## src/rtl/rom_word_sequencer.sv

```systemverilog
// rtl/rom_word_sequencer.sv - ROM address sequencer feeding the 7-segment display (optional ROM_SEQ_PINGPONG_EN)
module rom_word_sequencer #(
    parameter int ADDR_W     = 4,
    parameter int DATA_W     = 16,
    parameter int ADDR_START = 0,
    parameter int ADDR_END   = 15,
    parameter int HOLD_TICKS = 1,
    parameter int ROM_LAT    = 1
) (
    input  logic              clk,
    input  logic              rst_n,
    input  logic              tick,
    input  logic              run,
    input  logic              step,
    output logic [ADDR_W-1:0] rom_addr,
    input  logic [DATA_W-1:0] rom_q,
    output logic [DATA_W-1:0] data,
    output logic              data_valid,
    output logic [ADDR_W-1:0] cur_addr,
    output logic              busy
);

    localparam int HC_W = (HOLD_TICKS > 1) ? $clog2(HOLD_TICKS) : 1;
    localparam int LC_W = (ROM_LAT > 1) ? $clog2(ROM_LAT) : 1;

    localparam logic [ADDR_W-1:0] A_START   = ADDR_W'(ADDR_START);
    localparam logic [ADDR_W-1:0] A_END     = ADDR_W'(ADDR_END);
    localparam logic [HC_W-1:0]   HOLD_LAST = HC_W'(HOLD_TICKS - 1);
    localparam logic [LC_W-1:0]   LAT_LAST  = LC_W'(ROM_LAT - 1);

    typedef enum logic [1:0] {
        S_FETCH = 2'd0,
        S_WAIT  = 2'd1,
        S_LATCH = 2'd2,
        S_HOLD  = 2'd3
    } state_t;

    state_t            state;
    state_t            state_next;
    logic              advance;
    logic [ADDR_W-1:0] addr_next;
    logic [HC_W-1:0]   hold_cnt;
    logic [LC_W-1:0]   lat_cnt;

`ifdef ROM_SEQ_PINGPONG_EN
    logic dir_desc;
    logic dir_desc_next;

    // Ping-pong address step: bounce off either end of the range.
    always_comb begin
        addr_next     = rom_addr + ADDR_W'(1);
        dir_desc_next = dir_desc;
        if (A_START == A_END) begin
            addr_next = rom_addr;
        end else if (!dir_desc) begin
            if (rom_addr == A_END) begin
                dir_desc_next = 1'b1;
                addr_next     = rom_addr - ADDR_W'(1);
            end
        end else begin
            if (rom_addr == A_START) begin
                dir_desc_next = 1'b0;
            end else begin
                addr_next = rom_addr - ADDR_W'(1);
            end
        end
    end

    // Direction only changes when the sequencer actually advances.
    always_ff @(posedge clk) begin
        if (!rst_n) begin
            dir_desc <= 1'b0;
        end else if (advance) begin
            dir_desc <= dir_desc_next;
        end
    end
`else
    // Wrapping address step: last address of the range returns to the first.
    always_comb begin
        addr_next = rom_addr + ADDR_W'(1);
        if (rom_addr == A_END) begin
            addr_next = A_START;
        end
    end
`endif

    // Next-state logic; advance is only honoured while holding a word.
    always_comb begin
        state_next = state;
        advance    = 1'b0;
        case (state)
            S_FETCH: state_next = S_WAIT;
            S_WAIT: begin
                if (lat_cnt == LAT_LAST) begin
                    state_next = S_LATCH;
                end
            end
            S_LATCH: state_next = S_HOLD;
            S_HOLD: begin
                if (run && tick && (hold_cnt == HOLD_LAST)) begin
                    advance = 1'b1;
                end else if (!run && step) begin
                    advance = 1'b1;
                end
                if (advance) begin
                    state_next = S_FETCH;
                end
            end
            default: state_next = S_FETCH;
        endcase
    end

    // State register; reset restarts with a fetch of the first address.
    always_ff @(posedge clk) begin
        if (!rst_n) begin
            state <= S_FETCH;
        end else begin
            state <= state_next;
        end
    end

    // Datapath: address, latency/hold counters and the latched display word.
    always_ff @(posedge clk) begin
        if (!rst_n) begin
            rom_addr   <= A_START;
            cur_addr   <= A_START;
            data       <= '0;
            data_valid <= 1'b0;
            busy       <= 1'b0;
            hold_cnt   <= '0;
            lat_cnt    <= '0;
        end else begin
            data_valid <= 1'b0;
            busy       <= (state_next == S_FETCH) || (state_next == S_WAIT);
            case (state)
                S_FETCH: lat_cnt <= '0;
                S_WAIT:  lat_cnt <= lat_cnt + LC_W'(1);
                S_LATCH: begin
                    data       <= rom_q;
                    cur_addr   <= rom_addr;
                    data_valid <= 1'b1;
                    hold_cnt   <= '0;
                end
                S_HOLD: begin
                    if (advance) begin
                        rom_addr <= addr_next;
                        hold_cnt <= '0;
                    end else if (run && tick) begin
                        hold_cnt <= hold_cnt + HC_W'(1);
                    end
                end
                default: lat_cnt <= '0;
            endcase
        end
    end

endmodule
```

## config.mk

```make
export PLATFORM = sky130hd
export DESIGN_NAME = rom_word_sequencer
export DESIGN_NICKNAME = d
export VERILOG_FILES = /design/src/rtl/rom_word_sequencer.sv
export SDC_FILE = /design/constraint.sdc
export NUM_CORES = 1
export LEC_CHECK = 0
export BUFFER_PORTS_ARGS = -buffer_cell sky130_fd_sc_hd__buf_2
export CAP_MARGIN = 5
export CELL_PAD_IN_SITES_DETAIL_PLACEMENT = 1
export CELL_PAD_IN_SITES_GLOBAL_PLACEMENT = 1
export CORE_MARGIN = 2
export CORE_UTILIZATION = 36
export CTS_CLUSTER_DIAMETER = 100
export DETAILED_ROUTE_END_ITERATION = 10
export PLACE_DENSITY_LB_ADDON = 0.1
export SETUP_SLACK_MARGIN = 0.2
export SLEW_MARGIN = 0
export SYNTH_ARGS = -nofsm -noshare
export SYNTH_HDL_FRONTEND = slang
export SYNTH_SLANG_ARGS = --single-unit
```

## constraint.sdc

```tcl
create_clock -name clk -period 1.8 [get_ports clk]
set_input_delay 0.09 -clock clk [delete_from_list [all_inputs] [get_ports clk]]
set_output_delay 0.09 -clock clk [all_outputs]
set_load 0.01 [all_outputs]
```

=== Word level (Yosys, flattened, before mapping) ===
Index checks and enable logic that the tools add are counted.

* Flip-flop bits (word level): 30
* Input bits: 21
* Logic and storage cells: 42

* Equal/unequal tests: 6
* Bitwise gates (word level): 1
* $add $sub $neg: 3
* Muxes and demuxes: 13
* Reductions and logical operators: 11

{| class="wikitable"
|+ Operators by type and width
! operator !! number
|-
| $pmux 2 s4 || 1
|-
| $mux 1 || 7
|-
| $add 4x1->4 const B || 1
|-
| $eq 2x1->1 const B || 2
|-
| $eq 2x2->1 const B || 2
|-
| $eq 4x4->1 const B || 1
|-
| $logic_not 2->1 || 2
|-
| $mux 2 || 2
|-
| $mux 4 || 1
|-
| $pmux 1 s2 || 2
|-
| $reduce_and 2->1 || 2
|-
| $reduce_bool 2->1 || 2
|-
| $logic_and 1x1->1 || 3
|-
| $ne 3x3->1 const B || 1
|-
| $add 1x1->1 const B || 2
|-
| $logic_not 1->1 || 1
|-
| $logic_or 1x1->1 || 1
|-
| $not 1->1 || 1
|}

=== Depth between registers and ports, before layout ===
Gate-level depths: netlist (run 1).

* Depth in word-level cells: 9
* Depth in mapped cells: 5

=== Worst setup path before layout (run 1) ===
No wires, ideal clock.

* Kind: register to register
* From: register rom_addr[0]
* To: register rom_addr[3]
* Library setup time: 0.125 ns
* Arrival time: 0.990 ns
* Cell stages (with the launch flop): 5
* Slack: 0.685 ns
* Clock period less this slack: 1.115 ns
* Path through: dfxtp_1 ha_1 a21oi_1 a211oi_1 o22ai_1

* Longest elaborated chain between the ends: 2
* Elaborated cells on any way between the ends: 3
* Those cells by class: 1 x add/sub; 1 x eq/ne; 1 x mux

{| class="wikitable"
|+ Ends and longest elaborated chain
! what !! RTL line !! RTL
|-
| start: declaration || 15 || <nowiki>output logic [ADDR_W-1:0] rom_addr,</nowiki>
|-
| start signal: assignment || 146 || <nowiki>rom_addr <= addr_next;</nowiki>
|-
| $add 4x1->4 or $eq 4x4->1 (tied branches) || 80, 81 ||
|-
| $mux 4 * || 81 || <nowiki>if (rom_addr == A_END) begin</nowiki>
|}

Mark *: on every way between the ends. The rest lies on a longest branch, timed or not.
A chain may end at the register's enable or synchronous reset.

=== Final worst setup path (run 1) ===
* From: register state[1]
* To: register data[4]

* Longest elaborated chain between the ends: 1

{| class="wikitable"
|+ Ends and longest elaborated chain
! what !! RTL line !! RTL
|-
| start: declaration || 38 || <nowiki>state_t state;</nowiki>
|-
| start signal: assignment || 118 || <nowiki>state <= state_next;</nowiki>
|-
| $eq 2x2->1 || 135 || <nowiki>case (state)</nowiki>
|-
| end signal: assignment || 139 || <nowiki>data <= rom_q;</nowiki>
|-
| end: declaration || 17 || <nowiki>output logic [DATA_W-1:0] data,</nowiki>
|}

No other way between the ends.

==> metrics.txt, run 1 <==
status=finished clean; leakage power=0.728 nW; RSZ-0062 raised after global routing=false; CP endpoint=data[4]$_SDFFE_PN0P_; xor-xnor portion of the synthesized cell area=0%; drt wl/cell=12.6 microns; drt pass-1 iters=4; Ant. Diodes=0; Seq/Total Area, Yosys=50.9%; Sw Ratio=27.1%; simple-gate share of the synthesized area=24.2%; Reg2Reg Setup Slack=0.39 ns; Core ar.=3080 sq um; P_int=0.000989 W; slew of the pin with the lowest slew margin=0.502 ns; All-Layer GR Usage=18.6%; most frequently used flop master after synthesis=dfxtp_1; gr ovfl total=0; top-level I/O count=47; clock network fraction of total power=31.2%; die area=3750 sq um; routed wire length=3070 microns; CTS tree=yes; initial antenna violation count=0; Sequential Power Share=53.7%; DRT iter0 DRCs=29; Cells after Synth=139; Vias/cell=4.61; Psw=0.000368 W; syn avg cell area=8.49 sq um; mux share of post-synthesis cell area=2.55%; count of endpoints failing setup in the final report=0; synthesized net count=161; WP data arrival=1.66 ns; worst reg2reg startpoint=state[1]$_SDFF_PN0_; Post-DP HPWL=2090 microns; Final Power=0.00136 W; cts hold-fix bufs=13; Post-synth EDFFs=0; CTS resizes=0; Num Clock Sinks=30; Num CTS Buffers=5; Worst slew margin=66.5%; commonest non-fill, non-tap cell in the layout=nand2_1; Initial Util=38.3%; CTS Buffer Depth=2; crit path launch=state[1]$_SDFF_PN0_; most frequent cells in the layout=50 x nand2_1, 46 x buf_2, 30 x dfxtp_1; Reg clk slew, reported paths=0.10 ns; R2R cell count=4; vias in the first global route=1,173; Synth-to-Final Area Change=38.5%; setup TNS after final layout=0 ns; Util after Layout=53.1%; Final Max Slew Viols=0; #FFs+latches synth=30; Synth Area in Adders=1.06%; Compound-Gate Fraction of Synth Area=17.9%; clk_lat worst skew=0.32 ns; CTS H-tree lvls=2; I/O Buffers=46; Vert. Die Dim=61.3 microns; post-route ant nets=0; DRC viols=0; fin area=1630 sq um; Root Driver=clkbuf_4; crit end category=flip-flop; Clock Skew=0.00879 ns; GP Congestion=0.772; max frequency=710 MHz; nets@finish=221; ys async rst share=0%; crit path max fanout=11; startpoint types=flip-flop; Max Cap Violations=0; critical path type=reg2reg; worst vdd ir=425 uV; reg2reg end=data[4]$_SDFFE_PN0P_; placed cell area=1440 sq um; Distinct cells, synth=24; cell area after synthesis=1180 sq um; Final Hold Vio Count=0; power share of the combinational group=15.2%; Ys Warns=0; hold crit path type=in2reg; share of cells above drive strength 1=27.5%; largest family of logic cells by synthesized area=simple AND/OR/NAND/NOR gates; Row Count=20; largest net degree at the start of global routing=35; Tmin final=1.41 ns; fraction of the cycle the final worst path needs=78.2%; pwr/cell area=830 nW/um^2; postcts setup bufs=0; first-pass GRT wire length=5050 microns; Die Span X=61.3 microns; vias=1,124; WP data required=2.05 ns
==> power by group through the flow <==
stage          Combinational, W  Sequential [W]  Clock (W)
2_1_floorplan          0.000102        0.000750          0
5_1_grt                0.000233        0.000734   0.000475
6_report               0.000206        0.000728   0.000423
4_1_cts                0.000208        0.000729   0.000439
3_5_place_dp           0.000186        0.000744          0
3_3_place_gp           0.000179        0.000741          0
==> cell type report <==
type                    count  area (sq um)
inverters                   1          3.75
multi-input cells         100           539
clock buffers               7          55.1
well taps                  44          55.1
fillers                   397          1440
clock inverters             1          5.00
repair buffers             61           375
flip-flops and latches     30           601
==> registers in the layout, indices dropped and copies added (netlist names) <==
register    flops
data           16
cur_addr        4
rom_addr        4
state           2
busy            1
data_valid      1
hold_cnt        1
lat_cnt         1
==> cell families (layout without fill, tap and decap cells) <==
kind of cell / count (synthesis) / after routing
compound gates: 30 / 30
simple gates: 66 / 66
flops: 30 / 30
fa+ha+maj: 1 / 1
buf+inv: 9 / 70
mux: 3 / 3
==> synthesized netlist by cell type, types with 2 or more instances <==
master	number	share of area (%)
nand2b_1	3	1.6
mux2i_1	3	2.5
dfxtp_1	30	51
nand2_1	50	16
a21oi_1	5	2.1
nand3_1	4	1.7
a21boi_1	20	13
buf_2	5	2.1
nand3b_1	2	1.3
clkbuf_1	3	0.95
==> metrics by stage <==
step | cells | worst slack, ns | hold slack, ns
after floorplan | 139 | 0.685 | 0.225
after global placement | 223 | 0.500 | 0.332
after detailed placement | 223 | 0.411 | 0.339
after CTS | 244 | 0.376 | 0.000233
after global routing | 244 | 0.278 | 0.00839
final | 244 | 0.392 | 0.00831
==> worst max-delay path: stages (launching register included) <==
cell and delay, ns:
dfxtp_1 0.48, and2b_1 0.40, buf_4 0.25, nand2_1 0.07
a21boi_1 0.13
==> worst min path at each step <==
stage | slack (ns) | endpoint | depth (start not counted) | startpoint
3_5_place_dp | 0.34 | data[5]$_SDFFE_PN0P_ | 3 | rom_q[5]
4_1_cts | 0.0002 | data[14]$_SDFFE_PN0P_ | 3 | rom_q[14]
5_1_grt | 0.008 | data[10]$_SDFFE_PN0P_ | 3 | rom_q[10]
3_3_place_gp | 0.33 | data[5]$_SDFFE_PN0P_ | 3 | rom_q[5]
2_1_floorplan | 0.22 | data[0]$_SDFFE_PN0P_ | 2 | rom_q[0]
6_report | 0.008 | data[14]$_SDFFE_PN0P_ | 3 | rom_q[14]
==> routing by layer <==
layer / GRT usage [%] / routed length (microns) / up-vias
met3: 6.09 / 197 / 2
met5: 0 / 0 / -
met2: 33.7 / 1590 / 35
li1: - / - / 576
met1: 20.4 / 1280 / 511
met4: 5.59 / 15 / 0
No activity file was read; power rests on OpenSTA's default activity.
==> run 2: changes to the inputs <==
- CORE_UTILIZATION: 36 -> 30
- clock period: 1.8 -> 1.2 ns (I/O delays scaled with it)
==> metrics.txt, run 2 (same netlist as run 1, synthesis figures left out) <==
status=finished clean (unchanged); setup ws final=0.00194 ns (was 0.392 ns); fraction of the cycle the final worst path needs=99.8% (was 78.2%); crit path max fanout=4 (was 11); non-filler cells, final=244 (unchanged); setup TNS after final layout=0 ns (unchanged); Initial Util=31.8% (was 38.3%); vias in the first global route=1,121 (was 1,173); R2R cell count=4 (unchanged); Final Hold Vio Count=0 (unchanged); crit-path cells=nand3b_1 > buf_4 > a211oi_2 > o22ai_1 (was and2b_1 > buf_4 > nand2_1 > a21boi_1); CTS Buffer Depth=2 (unchanged); Ant. Diodes=0 (unchanged); critical path type=reg2reg (unchanged); fin area=1800 sq um (was 1630 sq um); biggest cell delay along the critical path=0.31 ns (was 0.48 ns); Tmin final=1.20 ns (was 1.41 ns); nets@finish=218 (was 221); startpoint types=flip-flop (unchanged); sequential cell area=617 sq um (was 601 sq um); drt wl/cell=14.6 microns (was 12.6 microns); Final Max Slew Viols=0 (unchanged); routed wire length=3570 microns (was 3070 microns); hold crit path type=in2reg (unchanged); post-route ant nets=0 (unchanged); vias=1,179 (was 1,124); dpl cells=229 (was 223); drt pass-1 iters=4 (unchanged); most used routing layer=met2 (unchanged); Row Count=22 (was 20); GR Util met3=4.05% (was 6.09%); post-placement setup slack=0.0610 ns (was 0.411 ns); Vias/cell=4.83 (was 4.61); gr ovfl total=0 (unchanged); RSZ-0062 raised after global routing=true (was false); initial antenna violation count=0 (unchanged); Hold EP=data[15]$_SDFFE_PN0P_ (was data[14]$_SDFFE_PN0P_); crit end category=flip-flop (unchanged); pwr/cell area=1360 nW/um^2 (was 830 nW/um^2); hold path depth=3 (unchanged); placed cell area=1500 sq um (was 1440 sq um); WP data arrival=1.37 ns (was 1.66 ns); I/O Buffers=46 (unchanged); multi-input logic area=652 sq um (was 539 sq um); Critical Path Slowest Stage Cell=dfxtp_1 (unchanged); Post-DP HPWL=2220 microns (was 2090 microns); Fill cells=450 (was 397); share of cells above drive strength 1=46.9% (was 27.5%); worst vdd ir=796 uV (was 425 uV); Reg clk slew, reported paths=0.07 ns (was 0.10 ns); slew of the pin with the lowest slew margin=0.341 ns (was 0.502 ns); clk_lat worst skew=0.29 ns (was 0.32 ns); WP data required=1.37 ns (was 2.05 ns); CTS H-tree lvls=2 (unchanged); Global Route met1 Usage=19.0% (was 20.4%); Worst Min Path Start=rom_q[15] (was rom_q[14]); met2 usage=26.9% (was 33.7%); leakage power=0.807 nW (was 0.728 nW); Clock Skew=0.00596 ns (was 0.00879 ns); largest net degree at the start of global routing=21 (was 35); Reg2Reg Setup Slack=0.002 ns (was 0.39 ns); Core ar.=3720 sq um (was 3080 sq um); crit path launch=hold_cnt$_SDFFE_PN0P_ (was state[1]$_SDFF_PN0_); Die Span X=66.7 microns (was 61.3 microns); Vert. Die Dim=66.7 microns (was 61.3 microns); Max Cap Violations=0 (unchanged); worst reg2reg startpoint=hold_cnt$_SDFFE_PN0P_ (was state[1]$_SDFF_PN0_); commonest non-fill, non-tap cell in the layout=buf_2 (was nand2_1); Largest Register=data (unchanged); All-Layer GR Usage=16.2% (was 18.6%); most frequent cells in the layout=46 x buf_2, 43 x nand2_1, 25 x dfxtp_1 (was 50 x nand2_1, 46 x buf_2, 30 x dfxtp_1); Num Clock Sinks=30 (unchanged); Num CTS Buffers=5 (unchanged); count of endpoints failing setup in the final report=0 (unchanged); Root Driver=clkbuf_8 (was clkbuf_4); GP Congestion=0.824 (was 0.772); DRC viols=0 (unchanged); CTS tree=yes (unchanged); reg2reg end=rom_addr[3]$_SDFFE_PN0P_ (was data[4]$_SDFFE_PN0P_); Worst slew margin=77.3% (was 66.5%); Regs by FF count=data (16), cur_addr (4), rom_addr (4) (unchanged); max reg flops=16 (unchanged); first-pass GRT wire length=5150 microns (was 5050 microns); max frequency=835 MHz (was 710 MHz); top-level I/O count=47 (unchanged); die area=4450 sq um (was 3750 sq um); DRT iter0 DRCs=17 (was 29); Synth-to-Final Area Change=52.9% (was 38.5%)
[run 2: through the flow]
step | total power [W] | hold slack, ns | util (%)
detailed placement | 0.00142 | 0.309 | 40.2
CTS | 0.00243 | 0.00504 | 45.9
global route | 0.00255 | 0.0186 | 48.6
global placement | 0.00140 | 0.299 | 40.2
floorplan | 0.00128 | 0.195 | -
finish | 0.00245 | 0.00462 | 48.6
[run 2: power breakdown]
part           internal (W)  switching, W
clock              0.000580      0.000390
combinational      0.000181      0.000200
sequential          0.00105     0.0000450
[run 2: metal layers]
layer | part of all wire, % | up-vias | routed length (microns)
li1 | - | 571 | -
met1 | 43 | 565 | 1550
met2 | 50 | 35 | 1770
met3 | 5.2 | 8 | 185
met4 | 1.8 | 0 | 65
met5 | 0 | - | 0
[run 2: cell type report]
class / instances / area share [%]
flip-flops and latches: 30 / 34.2
clock buffers: 7 / 5.96
well taps: 48 / 3.33
multi-input cells: 100 / 36.1
inverters: 1 / 0.208
repair buffers: 58 / 20.2
[run 2: how the worst max path moves through the flow]
stage / endpoint / slack, ns / depth (start not counted)
2_1_floorplan: state[0]$_SDFF_PN0_ / 0.19 / 3
3_3_place_gp: state[0]$_SDFF_PN0_ / 0.11 / 3
3_5_place_dp: data[11]$_SDFFE_PN0P_ / 0.06 / 4
4_1_cts: rom_addr[1]$_SDFFE_PN0P_ / 0.10 / 3
5_1_grt: rom_addr[3]$_SDFFE_PN0P_ / -0.05 / 4
6_report: rom_addr[3]$_SDFFE_PN0P_ / 0.002 / 4
[run 2: worst max-delay path: cells and delay by family, from the launching register on]
kind	cells	cell delay, ns
AND/OR/NAND/NOR	1	0.25
flip-flops	1	0.31
buffers and inverters	1	0.20
AO/OA/AOI/OAI	2	0.33
[run 2: timing repair]
item / in CTS / in global routing
setup buffers: 4 / 2
hold buffers: 0 / 0
pin swaps: 4 / 16
endpoints found under the setup margin: 28 / 29
gates cloned: 2 / 0
gates resized for setup: 13 / 23
endpoints found under the hold margin: 0 / 0
